`src/rtl/op_latency_monitor.sv`:
```
// Per-channel ALU/memory latency monitor: checks done arrives exactly
// LAT_TABLE[op] cycles after start, reports violations, counts pass/err.
// Ports: clk, reset_n (sync, active-low), enable, clr_cnt,
//   start/op/done per channel in; viol_valid/viol_code/viol_op/viol_lat,
//   pass_cnt/err_cnt per channel out (channel c at slice c).
module op_latency_monitor #(
  parameter int NUM_CH  = 2,
  parameter int OP_W    = 4,
  parameter int CNT_W   = 5,
  parameter logic [(1<<OP_W)*CNT_W-1:0] LAT_TABLE = {
    5'd0, 5'd0, 5'd10, 5'd10, 5'd3, 5'd3, 5'd4, 5'd3,
    5'd1, 5'd1, 5'd1, 5'd1, 5'd1, 5'd1, 5'd1, 5'd0},
  parameter int TIMEOUT = 31,
  parameter int ERR_W   = 16
) (
  input  logic                    clk,
  input  logic                    reset_n,
  input  logic                    enable,
  input  logic                    clr_cnt,
  input  logic [NUM_CH-1:0]       start,
  input  logic [NUM_CH*OP_W-1:0]  op,
  input  logic [NUM_CH-1:0]       done,
  output logic [NUM_CH-1:0]       viol_valid,
  output logic [NUM_CH*3-1:0]     viol_code,
  output logic [NUM_CH*OP_W-1:0]  viol_op,
  output logic [NUM_CH*CNT_W-1:0] viol_lat,
  output logic [NUM_CH*ERR_W-1:0] pass_cnt,
  output logic [NUM_CH*ERR_W-1:0] err_cnt
);

  typedef enum logic [1:0] {IDLE, BUSY, LATE} state_t;

  localparam logic [CNT_W-1:0] TO  = CNT_W'(TIMEOUT);
  localparam logic [CNT_W-1:0] ONE = CNT_W'(1);

  for (genvar i = 0; i < (1 << OP_W); i++) begin : g_chk
    if (int'(LAT_TABLE[i*CNT_W +: CNT_W]) > TIMEOUT) begin : g_bad
      $error("LAT_TABLE entry exceeds TIMEOUT");
    end
  end

  for (genvar c = 0; c < NUM_CH; c++) begin : g_ch
    state_t           r_st;
    logic [CNT_W-1:0] r_cnt;
    logic [CNT_W-1:0] r_lat;
    logic [OP_W-1:0]  r_op;
    logic             r_vv;
    logic [2:0]       r_vcode;
    logic [OP_W-1:0]  r_vop;
    logic [CNT_W-1:0] r_vlat;
    logic [ERR_W-1:0] r_pass;
    logic [ERR_W-1:0] r_err;

    logic [OP_W-1:0]  w_op_in;
    logic [CNT_W-1:0] w_new_lat;
    logic [CNT_W-1:0] w_inc;
    logic             w_ontime;
    logic             w_pass;
    logic [2:0]       w_code;
    logic [OP_W-1:0]  w_eop;
    logic [CNT_W-1:0] w_elat;
    state_t           w_nst;
    logic [CNT_W-1:0] w_ncnt;
    logic [CNT_W-1:0] w_nlat;
    logic [OP_W-1:0]  w_nop;

    assign w_op_in   = op[c*OP_W +: OP_W];
    assign w_new_lat = LAT_TABLE[int'(w_op_in)*CNT_W +: CNT_W];
    assign w_inc     = (r_cnt == TO) ? r_cnt : r_cnt + ONE;
    assign w_ontime  = done[c] && (r_cnt == r_lat);

    always_comb begin
      w_pass = 1'b0;
      w_code = 3'd0;
      w_eop  = r_op;
      w_elat = r_cnt;
      w_nst  = r_st;
      w_ncnt = r_cnt;
      w_nlat = r_lat;
      w_nop  = r_op;
      unique case (r_st)
        IDLE: begin
          if (start[c]) begin
            if (w_new_lat != '0) begin
              w_nst  = BUSY;
              w_nop  = w_op_in;
              w_nlat = w_new_lat;
              w_ncnt = ONE;
            end
          end else if (done[c]) begin
            w_code = 3'd5;
            w_eop  = '0;
            w_elat = '0;
          end
        end
        BUSY, LATE: begin
          if (start[c]) begin
            // restart: either clean back-to-back or overlap on old op
            if (r_st == BUSY && w_ontime) w_pass = 1'b1;
            else                          w_code = 3'd4;
            if (w_new_lat != '0) begin
              w_nst  = BUSY;
              w_nop  = w_op_in;
              w_nlat = w_new_lat;
              w_ncnt = ONE;
            end else begin
              w_nst  = IDLE;
              w_ncnt = '0;
            end
          end else if (r_st == BUSY) begin
            if (done[c]) begin
              if (r_cnt == r_lat) w_pass = 1'b1;
              else                w_code = 3'd1;
              w_nst  = IDLE;
              w_ncnt = '0;
            end else if (r_cnt == r_lat) begin
              w_code = 3'd2;
              w_elat = r_lat;
              w_nst  = LATE;
              w_ncnt = w_inc;
            end else begin
              w_ncnt = w_inc;
            end
          end else begin
            // late already reported; a later done closes silently
            if (done[c]) begin
              w_nst  = IDLE;
              w_ncnt = '0;
            end else if (r_cnt == TO) begin
              w_code = 3'd3;
              w_nst  = IDLE;
              w_ncnt = '0;
            end else begin
              w_ncnt = w_inc;
            end
          end
        end
        default: begin
          w_nst  = IDLE;
          w_ncnt = '0;
        end
      endcase
    end

    always_ff @(posedge clk) begin
      if (!reset_n) begin
        r_st    <= IDLE;
        r_cnt   <= '0;
        r_lat   <= '0;
        r_op    <= '0;
        r_vv    <= 1'b0;
        r_vcode <= '0;
        r_vop   <= '0;
        r_vlat  <= '0;
        r_pass  <= '0;
        r_err   <= '0;
      end else begin
        r_vv    <= 1'b0;
        r_vcode <= '0;
        r_vop   <= '0;
        r_vlat  <= '0;
        if (!enable) begin
          r_st  <= IDLE;
          r_cnt <= '0;
        end else begin
          r_st  <= w_nst;
          r_cnt <= w_ncnt;
          r_lat <= w_nlat;
          r_op  <= w_nop;
          if (w_code != 3'd0) begin
            r_vv    <= 1'b1;
            r_vcode <= w_code;
            r_vop   <= w_eop;
            r_vlat  <= w_elat;
          end
        end
        if (clr_cnt) begin
          r_pass <= '0;
          r_err  <= '0;
        end else if (enable) begin
          if (w_pass && !(&r_pass))          r_pass <= r_pass + 1'b1;
          if (w_code != 3'd0 && !(&r_err))   r_err  <= r_err + 1'b1;
        end
      end
    end

    assign viol_valid[c]               = r_vv;
    assign viol_code[c*3 +: 3]         = r_vcode;
    assign viol_op[c*OP_W +: OP_W]     = r_vop;
    assign viol_lat[c*CNT_W +: CNT_W]  = r_vlat;
    assign pass_cnt[c*ERR_W +: ERR_W]  = r_pass;
    assign err_cnt[c*ERR_W +: ERR_W]   = r_err;
  end

endmodule

```
`config.mk`:
```
export PLATFORM = sky130hd
export DESIGN_NAME = op_latency_monitor
export DESIGN_NICKNAME = d
export VERILOG_FILES = /design/src/rtl/op_latency_monitor.sv
export SDC_FILE = /design/constraint.sdc
export NUM_CORES = 1
export LEC_CHECK = 0
export ABC_AREA = 1
export CAP_MARGIN = 10
export CORE_ASPECT_RATIO = 0.5
export CORE_MARGIN = 2
export CORE_UTILIZATION = 55
export DETAILED_ROUTE_END_ITERATION = 10
export DONT_BUFFER_PORTS = 1
export GPL_ROUTABILITY_DRIVEN = 0
export PLACE_DENSITY = 0.71
export SYNTH_ARGS = -nofsm -noshare
export SYNTH_HDL_FRONTEND = slang
export SYNTH_SLANG_ARGS = --single-unit
export TNS_END_PERCENT = 30
```
`constraint.sdc`:
```
create_clock -name clk -period 2.3 [get_ports clk]
set_input_delay 0.23 -clock clk [delete_from_list [all_inputs] [get_ports clk]]
set_output_delay 0.23 -clock clk [all_outputs]
set_load 0.02 [all_outputs]
```
After elaboration in Yosys (flattened, before gate mapping)
Cells that the tools add are included.
{"block": "word_totals", "regBits": 122, "input_bits": 16, "out_inout_bits": 90}
{"block": "op_classes", "add_sub_neg": 6, "mul": 2, "eq_ne": 16, "shift": 2, "muxes": 96, "n_bitwise": 1, "n_reduce_logical": 40}
{"operator": "$shiftx 80x8->5 const A", "count": 2}
{"operator": "$mux 5", "count": 28}
{"operator": "$add 16x1->16 const B", "count": 4}
{"operator": "$reduce_and 16->1", "count": 4}
{"operator": "$mux 2", "count": 22}
{"operator": "$pmux 5 s2", "count": 4}
{"operator": "$mux 3", "count": 12}
{"operator": "$mux 4", "count": 6}
{"operator": "$mux 1", "count": 20}
{"operator": "$ne 5x5->1 const B", "count": 4}
{"operator": "$reduce_and 4->1", "count": 4}
{"operator": "$mul 4x3->7 const B", "count": 2}
{"operator": "$reduce_and 2->1", "count": 7}
{"operator": "$pmux 3 s2", "count": 2}
{"operator": "$add 5x1->5 const B", "count": 2}
{"operator": "$eq 5x5->1", "count": 2}
{"operator": "$eq 5x5->1 const B", "count": 2}
{"operator": "$reduce_bool 5->1", "count": 2}
{"operator": "$logic_and 1x1->1", "count": 8}
{"operator": "$ne 2x2->1 const B", "count": 4}
{"operator": "$pmux 2 s2", "count": 2}
{"operator": "$reduce_and 3->1", "count": 2}
{"operator": "$reduce_bool 3->1", "count": 2}
{"operator": "$reduce_or 2->1", "count": 3}
{"operator": "other kinds (6)", "count": 13}

Depth between registers and ports, before layout
Gate-level depths: netlist (run 1).
{"block": "logic_depth", "word_depth": 9, "mapped_depth": 16}

Worst setup path before layout (run 1)
OpenSTA, ideal clock, no wires.
{"block": "synth_path", "path_kind": "register -> register", "start": "register g_ch[0].r_cnt[0]", "end": "register g_ch[0].r_err[14]", "setup_time_ps": 110, "arrival_time_ps": 1900, "path_slack_ps": 291, "stages_incl_launch_ff": 16, "path_buffers": 2, "cell_sequence": "dfxtp_1 > ha_1 > inv_1 > nor3_1 > ha_1 > inv_1 > nor2_1 > inv_1 > a21oi_1 > a21oi_1 > nand2_1 > buf_6 > buf_6 > nand4_1 > nand2_1 > nor2_2"}
{"block": "synth_between", "elab_chain_len": 9, "word_cells_on_any_way": 16, "cone_classes": "2 x eq/ne; 9 x mux; 5 x reduce/logical"}
{"item": "start: declaration", "line": "44", "text": "logic [CNT_W-1:0] r_cnt;"}
{"item": "start signal: assignment", "line": "167", "text": "r_cnt <= w_ncnt;"}
{"item": "$eq 5x5->1, on equally long branches"}
{"item": "$mux 2 (tied with other cells)", "line": "129", "text": "end else if (r_cnt == TO) begin"}
{"item": "$mux 2 (tied with other cells)", "line": "126", "text": "if (done[c]) begin"}
{"item": "$mux 3, on equally long branches", "line": "110, 99"}
{"item": "$mux 3 (*)", "line": "97", "text": "if (start[c]) begin"}
{"item": "$pmux 3 s2 (*)", "line": "81", "text": "unique case (r_st)"}
{"item": "$reduce_bool 3->1 (*)", "line": "182", "text": "if (w_code != 3'd0 && !(&r_err)) r_err <= r_err + 1'b1;"}
{"item": "$logic_and 1x1->1 (*)", "line": "182"}
{"item": "$reduce_and 2->1 (no source line) (*)"}
{"item": "end signal: assignment", "line": "182"}
{"item": "end: declaration", "line": "52", "text": "logic [ERR_W-1:0] r_err;"}
Every way passes the cells marked *; elsewhere a longest branch is shown, timed or not.
A chain may end at the register's enable or synchronous reset.

Final worst setup path (run 1)
{"block": "layout_path", "start": "register g_ch[0].r_cnt[1]", "end": "register g_ch[0].r_err[2]"}
Same word-level chain as after synthesis.

==> results of run 1 <==
metal layers:
layer | share of wire, % | wire length [um]
met1 | 44 | 7569
met5 | 0 | 0
met2 | 45 | 7853
met3 | 9.6 | 1665
met4 | 1.3 | 231
final cells by class:
| type | instances | share of cell area (%) |
|---|---|---|
| multi-input combinational | 661 | 44.18 |
| sequential | 120 | 30.51 |
| inverter | 173 | 8.230 |
| timing repair buffer | 54 | 6.343 |
| clock buffer | 17 | 5.392 |
| clock inverter | 15 | 2.728 |
| tap | 165 | 2.617 |
cell usage after synthesis (all sizes together):
cell | count | area share, %
nand2 | 212 | 12
inv | 173 | 9.7
nor2 | 127 | 7.8
dfxtp | 120 | 36
nand3 | 56 | 4.6
nor3 | 56 | 5.1
a21oi | 54 | 4.0
o21ai | 45 | 3.4
nand4 | 39 | 4.7
buf | 24 | 2.7
ha | 18 | 3.4
xor2 | 9 | 1.2
a211oi | 8 | 0.90
xnor2 | 8 | 1.0
nor4 | 7 | 0.88
clkbuf | 5 | 0.28
a22oi | 4 | 0.45
a31oi | 4 | 0.37
nor3b | 4 | 0.45
and3 | 2 | 0.19
o211ai | 2 | 0.22
o31ai | 2 | 0.22
a21o | 1 | 0.11
a311oi | 1 | 0.13
o21bai | 1 | 0.11
or2 | 1 | 0.094
registers in the layout (all words and copies together), names as in the netlist:
name / cells
g_ch.r_cnt: 10
g_ch.r_err: 32
g_ch.r_lat: 8
g_ch.r_op: 8
g_ch.r_pass: 32
g_ch.r_st: 4
g_ch.r_vcode: 6
g_ch.r_vlat: 10
g_ch.r_vop: 8
g_ch.r_vv: 2
repair_timing:
action                                  in CTS  in global routing
endpoints found under the hold margin       16                  0
pin swaps                                    0                 10
endpoints found under the setup margin       1                 53
setup buffers                                0                  7
cloned                                       0                  3
resized for setup                            1                 16
hold buffers                                 2                  0
cells by family after synthesis:
family                     Yosys count  share of synthesized area (%)
buffers and inverters              202                          12.68
and+or+nand+nor                    504                          35.87
AOI/OAI and AO/OA                  122                          9.935
xor gates and xnor gates            17                          2.226
adders and majority gates           18                          3.368
DFF                                120                          35.92
power by group through the flow:
stage,clock (W),sequential (W),combinational (W)
global route,0.00302,0.00216,0.000543
detailed placement,0,0.00220,0.000425
CTS,0.00294,0.00215,0.000435
finish,0.00292,0.00215,0.000490
global placement,0,0.00220,0.000417
floorplan,0,0.00220,0.000334
path summary, 6_finish.rpt:
kind                            startpoint                             to  cells past startpoint
max          g_ch[0].r_cnt[1]$_SDFFE_PN0P_  g_ch[0].r_err[2]$_SDFFE_PP0P_                     15
min                                  op[3]   g_ch[0].r_op[3]$_SDFFE_PN0P_                      2
max reg2reg  g_ch[0].r_cnt[1]$_SDFFE_PN0P_  g_ch[0].r_err[2]$_SDFFE_PP0P_                     15
min reg2reg   g_ch[0].r_op[0]$_SDFFE_PN0P_    g_ch[0].r_vop[0]$_SDFF_PN0_                      2
placed cells by master (no fill, tap or decap), drive strengths merged, types with 2 or more instances in the layout:
cell type / instances
nand2: 212
inv: 178
nor2: 127
dfxtp: 120
nand3: 56
nor3: 56
a21oi: 54
buf: 49
o21ai: 45
nand4: 39
clkbuf: 20
ha: 18
xor2: 9
a211oi: 8
xnor2: 8
nor4: 7
nor3b: 4
a31oi: 4
a22oi: 4
bufinv: 4
clkinvlp: 3
clkinv: 3
o31ai: 2
o211ai: 2
and3: 2
dlygate4sd3: 2
per-stage QoR:
stage	hold WS, ns	cells
detailed placement	0.3726	1161
global route	0.01633	1205
floorplan	0.3618	983
global placement	0.3758	1161
CTS	0.002589	1195
finish	0.008281	1205
==> reports/results.tsv, run 1 <==
metric	value	unit
Syn Area/Cell	6.803	um2
Max Fanout on Critical Path	7	
gr busiest metal	met2	
die area	13110	um2
required time worst endpoint	2.64	ns
layout overhead on the synthesized area	17.98	%
Post-Syn Instances	983	
Comb power frac	8.8	%
LEAKAGE	3.162	nW
CTS H-tree lvls	4	
Finished Cell Area	7890	um2
worst reg-to-reg setup slack	0.13	ns
final setup violation count	0	
Critical Path Source Type	flip-flop	
total CTS buffers	17	
Core ar.	11840	um2
endpoint type of the worst setup path	flip-flop	
synth warn	0	
die width	159.9	um
drt total wl	17320	um
Switching Share	25.64	%
DR WL/cell	14.37	um
antenna violations before repair	0	
IO buf count	0	
relative slew slack	51.76	%
DRT antenna net count	0	
Pre-antenna DRT Iters	5	
Worst-Margin Slew	0.7228	ns
post-route setup slack	0.1267	ns
Die Y	81.97	um
part of the power in registers	38.7	%
setup TNS	0	ns
Final Hold Fails	0	
Post-Syn Nets	1017	
worst-path cell chain	ha_1 -> inv_1 -> nor3_2 -> ha_2 -> inv_2 -> nor2_4 -> inv_1 -> a21oi_2 -> a21oi_1 -> nand2_4 -> buf_12 -> nand3_2 -> nand2_1 -> inv_1 -> nor2_1	
pin count of the biggest net entering global routing	31	
Slowest-stage cell, CP	dfxtp_2	
Detail Placement HPWL	11990	um
unrepaired setup endpoints after global routing	yes	
CTS tree	built	
max-slew violations	0	
Max IR drop VDD	0.4074	mV
GR Layer Usage met2	44.85	%
number of remaining DRC errors	0	
mean number of vias per cell	5.363	
Final min period	2.173	ns
Power Internal	0.004135	W
CTS max path bufs	2	
Pwr per Cell Area	704.7	nW/um2
f_max	460.1	MHz
FF+latch count, synth	120	
Final Cycle Share	94.49	%
Hold/Removal Path Class	in2reg	
Initial Util	56.48	%
wire length of the first global-routing pass	27660	um
Layout fillers	1032	
Reg area	2407	um2
Final Power	0.005560	W
Seq/Total Area, Yosys	35.92	%
Crit path top cell by count	inv_1	
CP delay by family, top	simple AND/OR/NAND/NOR gates	
MaxCap Viol Count	0	
grt met3 use	7.980	%
nets	1061	
vias post-DR	6463	
Yosys cell types	38	
1st-iter DRT viols	477	
root buffer selected by CTS	clkbuf_16	
post-synthesis cell area	6688	um2
Worst Path Buf+Inv	5	
number of global-route vias before repair	5924	
GRT Total Usage	25.94	%
outcome	finished, final reports clean	
CP max stage delay	0.33	ns
Psw	0.001425	W
worst skew pair latency	0.42	ns
worst path arrival time	2.52	ns
Final Util	66.63	%
Worst Clk Skew	0.009856	ns
clock sinks	120	
GR Overflow Total	0	
CTS clk-pin slew, worst paths	0.06	ns
fraction of layout cells with a size suffix above 1	15.10	%
kind of critical path	reg2reg	
# IOs	106	
Ant. Diodes	0	
Setup WS pre-CTS	0.06545	ns
Clk network pwr share	52.4	%
Area after DPL	7056	um2
row count	28	
multi-input logic area	3486	um2
M1 GR Usage	31.42	%
Note: power is estimated with default switching activity, not from simulation.
==> run 2: changes to the inputs <==
--- a/config.mk
+++ b/config.mk
@@ -7,13 +7,14 @@
 export LEC_CHECK = 0
 export ABC_AREA = 1
 export CAP_MARGIN = 10
-export CORE_ASPECT_RATIO = 0.5
+export CORE_ASPECT_RATIO = 1.4
 export CORE_MARGIN = 2
 export CORE_UTILIZATION = 55
 export DETAILED_ROUTE_END_ITERATION = 10
 export DONT_BUFFER_PORTS = 1
 export GPL_ROUTABILITY_DRIVEN = 0
 export PLACE_DENSITY = 0.71
+export SLEW_MARGIN = 20
 export SYNTH_ARGS = -nofsm -noshare
 export SYNTH_HDL_FRONTEND = slang
 export SYNTH_SLANG_ARGS = --single-unit
==> run 2 against run 1 <==
Compared with the run above: critical path depth fell by 2; sequential power about the same; cell area fell by 0.38%; critical path type unchanged; critical endpoint is now g_ch[0].r_vlat[4]$_SDFF_PN0_.
==> reports/results.tsv, run 2 (synthesis gave the netlist of run 1 again) <==
metric	value	unit	change
CTS H-tree lvls	4		unchanged
number of global-route vias before repair	5855		-1.2%
# IOs	106		unchanged
Layout fillers	1040		+0.78%
Pre-antenna DRT Iters	4		-1
IO buf count	0		unchanged
CP max stage delay	0.34	ns	about the same
Max Fanout on Critical Path	12		+5
routed wire length on met3	1023	um	-39%
worst path arrival time	2.44	ns	-0.08 ns
pin count of the biggest net entering global routing	32		+3.2%
total CTS buffers	17		unchanged
CTS tree	built		
kind of critical path	reg2reg		
mean number of vias per cell	5.324		-0.74%
1st-iter DRT viols	353		-26%
layout overhead on the synthesized area	17.53	%	
max-slew violations	0		unchanged
drt total wl	16280	um	-6.0%
commonest non-fill, non-tap cell in the layout	nand2_1		
endpoint type of the worst setup path	flip-flop		
number of remaining DRC errors	0		unchanged
Pwr per Cell Area	677.2	nW/um2	-3.9%
root buffer selected by CTS	clkbuf_16		
Placed Cells	1154		-0.60%
Hold/Removal Path Class	in2reg		
Final Util	66.50	%	-0.13 points
CTS clk-pin slew, worst paths	0.06	ns	about the same
die width	97.20	um	-39%
clock sinks	120		unchanged
relative slew slack	53.69	%	+1.9 points
Final Cycle Share	92.02	%	-2.5 points
Die Y	134.5	um	+64%
most frequent cells in the layout	207 x nand2_1, 163 x inv_1, 119 x dfxtp_1		
Slowest-stage cell, CP	dfxtp_2		
Final Power	0.005323	W	-4.3%
final setup violation count	0		unchanged
Core ar.	11820	um2	-0.18%
Final min period	2.116	ns	-0.05679 ns
die area	13070	um2	-0.31%
Met1 Routed Length	6720	um	-11%
MaxCap Viol Count	0		unchanged
f_max	472.5	MHz	+2.7%
Reg area	2404	um2	-0.16%
top flop regs	g_ch.r_err (32), g_ch.r_pass (32)		
LEAKAGE	3.164	nW	about the same
worst skew pair latency	0.41	ns	about the same
Ant. Diodes	0		unchanged
multi-input logic area	3506	um2	+0.57%
wire length of the first global-routing pass	26410	um	-4.5%
Initial Util	56.58	%	+0.10 points
Final Hold Fails	0		unchanged
outcome	finished, final reports clean		
Worst-Margin Slew	0.6939	ns	-0.02889 ns
worst-path cell chain	ha_1 -> inv_1 -> nor3_2 -> ha_2 -> inv_2 -> nor2_4 -> inv_1 -> a21oi_2 -> a21oi_1 -> nand2_4 -> buf_12 -> nand2_4 -> a211oi_2		
row count	47		+68%
highest routed layer	met4		
Worst Clk Skew	0.006357	ns	-0.003499 ns
nets	1065		+0.38%
GRT Total Usage	24.33	%	-1.6 points
post-route insts no fill	1190		-1.2%
DR WL/cell	13.68	um	-4.8%
GR Overflow Total	0		unchanged
antenna violations before repair	0		unchanged
DR WL met2	8263	um	+5.2%
Area after DPL	7116	um2	+0.85%
Detail Placement HPWL	11590	um	-3.4%
fraction of layout cells with a size suffix above 1	15.34	%	+0.24 points
CTS max path bufs	2		unchanged
vias post-DR	6335		-2.0%
DRT antenna net count	0		unchanged
Finished Cell Area	7860	um2	-0.38%
Critical Path Source Type	flip-flop		
required time worst endpoint	2.62	ns	-0.02 ns
Max IR drop VDD	0.4533	mV	+11%
-- run 2: metrics by stage --
| step | setup TNS (ns) | worst slack (ns) | hold WS, ns |
|---|---|---|---|
| after global placement | 0 | 0.08504 | 0.3731 |
| after global routing | -0.002648 | -0.002648 | 0.02636 |
| after CTS | 0 | 0.05419 | 0.009747 |
| after floorplan | 0 | 0.2908 | 0.3618 |
| final | 0 | 0.1835 | 0.01883 |
| after detailed placement | -0.07767 | -0.07644 | 0.3752 |
-- run 2: power breakdown --
group          internal, W  leakage [nW]  switching, W
sequential         0.00212         0.971     0.0000334
clock              0.00175         0.283      0.000954
combinational     0.000159          1.91      0.000309
-- run 2: critical path, delay by kind of cell, from the launching register on --
family / cells / cell delay, ns
buffers and inverters: 4 / 0.34
flip-flops: 1 / 0.34
adder cells (fa/ha/maj): 2 / 0.36
AND/OR/NAND/NOR: 4 / 0.58
AO/OA/AOI/OAI: 3 / 0.41
-- run 2: repair_timing --
| item | 4_1_cts | 5_1_grt |
|---|---|---|
| pin swaps | 0 | 4 |
| setup endpoints to repair | 7 | 38 |
| resized for setup | 2 | 16 |
| setup buffers | 0 | 1 |
| cloned | 0 | 2 |
| hold buffers | 2 | 0 |
| endpoints found under the hold margin | 15 | 0 |
-- run 2: routing by layer --
layer	up-vias	GRT usage, %
met5	-	0
met4	0	9.155
met3	21	6.729
met2	180	43.17
met1	2878	27.89
li1	3256	-
-- run 2: path summary, 6_finish.rpt --
| check | depth (start not counted) | slack, ns | end | startpoint |
|---|---|---|---|---|
| worst max-delay path | 13 | 0.18 | g_ch[0].r_vlat[4]$_SDFF_PN0_ | g_ch[0].r_cnt[1]$_SDFFE_PN0P_ |
| worst min-delay path | 2 | 0.02 | g_ch[1].r_op[1]$_SDFFE_PN0P_ | op[5] |
| worst max register to register | 13 | 0.18 | g_ch[0].r_vlat[4]$_SDFF_PN0_ | g_ch[0].r_cnt[1]$_SDFFE_PN0P_ |
| worst min register to register | 2 | 0.44 | g_ch[1].r_vop[0]$_SDFF_PN0_ | g_ch[1].r_op[0]$_SDFFE_PN0P_ |
-- run 2: final cells by class --
cell class / instances / area share [%]
multi-input cells: 661 / 44.60
flip-flops and latches: 120 / 30.58
inverters: 173 / 8.262
repair buffers: 58 / 6.527
clock buffers: 19 / 5.762
well taps: 147 / 2.340
clock inverters: 12 / 1.926
==> run 3: changes to the inputs <==
--- a/config.mk
+++ b/config.mk
@@ -13,7 +13,7 @@
 export DETAILED_ROUTE_END_ITERATION = 10
 export DONT_BUFFER_PORTS = 1
 export GPL_ROUTABILITY_DRIVEN = 0
-export PLACE_DENSITY = 0.71
+export PLACE_DENSITY = 0.75
 export SLEW_MARGIN = 20
 export SYNTH_ARGS = -nofsm -noshare
 export SYNTH_HDL_FRONTEND = slang
==> run 3 against run 2 <==
Compared with the run above: worst hold slack got worse by 0.0036 ns; first-iteration DRC count fell by 30%; clock power rose by 3%; flip-flop and latch count did not move.
==> reports/results.tsv, run 3 (synthesis gave the netlist of run 1 again) <==
metric	value	unit	change
Die Y	134.5	um	unchanged
required time worst endpoint	2.60	ns	-0.02 ns
Setup WS pre-CTS	0.03610	ns	+0.1125 ns
Critical Path Source Type	flip-flop		
Placed Cells	1151		-0.26%
top flop regs	g_ch.r_err (32), g_ch.r_pass (32)		
root buffer selected by CTS	clkbuf_16		
kind of critical path	reg2reg		
relative slew slack	52.03	%	-1.7 points
Detail Placement HPWL	11560	um	-0.20%
Layout fillers	1027		-1.3%
MaxCap Viol Count	0		unchanged
GRT Total Usage	24.75	%	+0.42 points
LEAKAGE	3.176	nW	+0.36%
endpoint type of the worst setup path	flip-flop		
max-slew violations	0		unchanged
Final min period	2.105	ns	-0.01127 ns
die width	97.20	um	unchanged
commonest non-fill, non-tap cell in the layout	nand2_1		
Final Power	0.005409	W	+1.6%
number of global-route vias before repair	5827		-0.48%
final setup violation count	0		unchanged
Max Fanout on Critical Path	11		-1
CTS tree	built		
Final Hold Fails	0		unchanged
most frequent cells in the layout	208 x nand2_1, 163 x inv_1, 118 x dfxtp_1		
mean number of vias per cell	5.297		-0.49%
number of remaining DRC errors	0		unchanged
vias post-DR	6309		-0.41%
die area	13070	um2	unchanged
CTS max path bufs	2		unchanged
clock sinks	120		unchanged
IO buf count	0		unchanged
post-route insts no fill	1191		+0.084%
Pwr per Cell Area	687.7	nW/um2	+1.6%
Max IR drop VDD	0.5769	mV	+27%
Initial Util	56.58	%	unchanged
nets	1066		+0.094%
total CTS buffers	17		unchanged
setup TNS	0	ns	unchanged
Worst-Margin Slew	0.7187	ns	+0.02481 ns
DR WL/cell	13.85	um	+1.3%
antenna violations before repair	0		unchanged
worst reg-to-reg setup slack	0.19	ns	about the same
GR Overflow Total	0		unchanged
f_max	475.0	MHz	+0.54%
CTS H-tree lvls	4		unchanged
# IOs	106		unchanged
Core ar.	11820	um2	unchanged
Pre-antenna DRT Iters	6		+2
layout overhead on the synthesized area	17.61	%	about the same
Final Cycle Share	91.53	%	-0.49 points
wire length of the first global-routing pass	26810	um	+1.5%
drt total wl	16500	um	+1.4%
1st-iter DRT viols	247		-30%
Worst Clk Skew	0.01270	ns	+0.006343 ns
outcome	finished, final reports clean		
pin count of the biggest net entering global routing	29		-9.4%
DRT antenna net count	0		unchanged
worst skew pair latency	0.41	ns	about the same
Ant. Diodes	0		unchanged
worst path arrival time	2.41	ns	-0.03 ns
row count	47		unchanged
CTS clk-pin slew, worst paths	0.05	ns	about the same
post-route setup slack	0.1948	ns	+0.01127 ns
fraction of layout cells with a size suffix above 1	14.85	%	-0.49 points
Hold/Removal Path Class	in2reg		
## run 3: cell types whose count changed in the layout (fill, tap and decap cells not counted), sizes merged
cell | previous run | this run
clkbuf | 21 | 27
clkinv | 4 | 2
clkinvlp | 5 | 2
## run 3: repair_timing
| item | CTS | global route |
|---|---|---|
| hold buffers | 2 | 0 |
| setup endpoints to repair | 0 | 55 |
| endpoints found under the hold margin | 16 | 0 |
| setup buffers | 0 | 4 |
| gates resized for setup | 0 | 14 |
## run 3: power by group
group	switching, W	leakage [nW]	internal, W
registers	0.0000345	0.972	0.00212
clock network	0.000928	0.298	0.00184
logic	0.000315	1.91	0.000173
total	0.00128	3.18	0.00413
## run 3: worst paths after layout
| path | startpoint | endpoint | cells after the start |
|---|---|---|---|
| setup / recovery | g_ch[1].r_st[0]$_SDFFE_PN0P_ | g_ch[1].r_err[9]$_SDFFE_PP0P_ | 12 |
| hold / removal | op[4] | g_ch[1].r_op[0]$_SDFFE_PN0P_ | 2 |
| setup reg to reg | g_ch[1].r_st[0]$_SDFFE_PN0P_ | g_ch[1].r_err[9]$_SDFFE_PP0P_ | 12 |
| hold reg to reg | g_ch[0].r_op[3]$_SDFFE_PN0P_ | g_ch[0].r_vop[3]$_SDFF_PN0_ | 2 |
## run 3: area by class of cell
type / instances / area, um2 / area share (%)
clock buffers: 24 / 501.7 / 6.379
flip-flops and latches: 120 / 2405 / 30.58
multi-input cells: 661 / 3478 / 44.23
clock inverters: 7 / 115.1 / 1.464
repair buffers: 59 / 529.3 / 6.729
inverters: 173 / 651.9 / 8.288
well taps: 147 / 183.9 / 2.339
## run 3: through the flow
stage               hold slack (ns)  instance area (um2)  utilization (%)
floorplan                    0.3618                 6688                -
finish                      0.01525                 7865            66.54
global route                0.01024                 7865            66.54
CTS                        0.005275                 7717            65.29
detailed placement           0.3752                 7081            59.90
global placement             0.3736                 7081            59.90
## run 3: per-layer routing
metal / global-route usage, % / wire, um / vias up / part of all wire [%]
li1: - / - / 3248 / -
met1: 29.02 / 6703 / 2839 / 41
met2: 42.90 / 8305 / 187 / 50
met3: 6.315 / 1043 / 35 / 6.3
met4: 10.56 / 449 / 0 / 2.7
met5: 0 / 0 / - / 0
## run 3: critical path, cell delays in order, from the launching register on
cell and delay, ns:
dfxtp_1 0.39, inv_1 0.06, ha_1 0.40, inv_1 0.13
a211oi_1 0.18, nand2_1 0.09, nand2_1 0.06, nand2_1 0.11
nand2_4 0.15, buf_12 0.14, nand2_1 0.08, o21ai_1 0.14
nor2_1 0.06
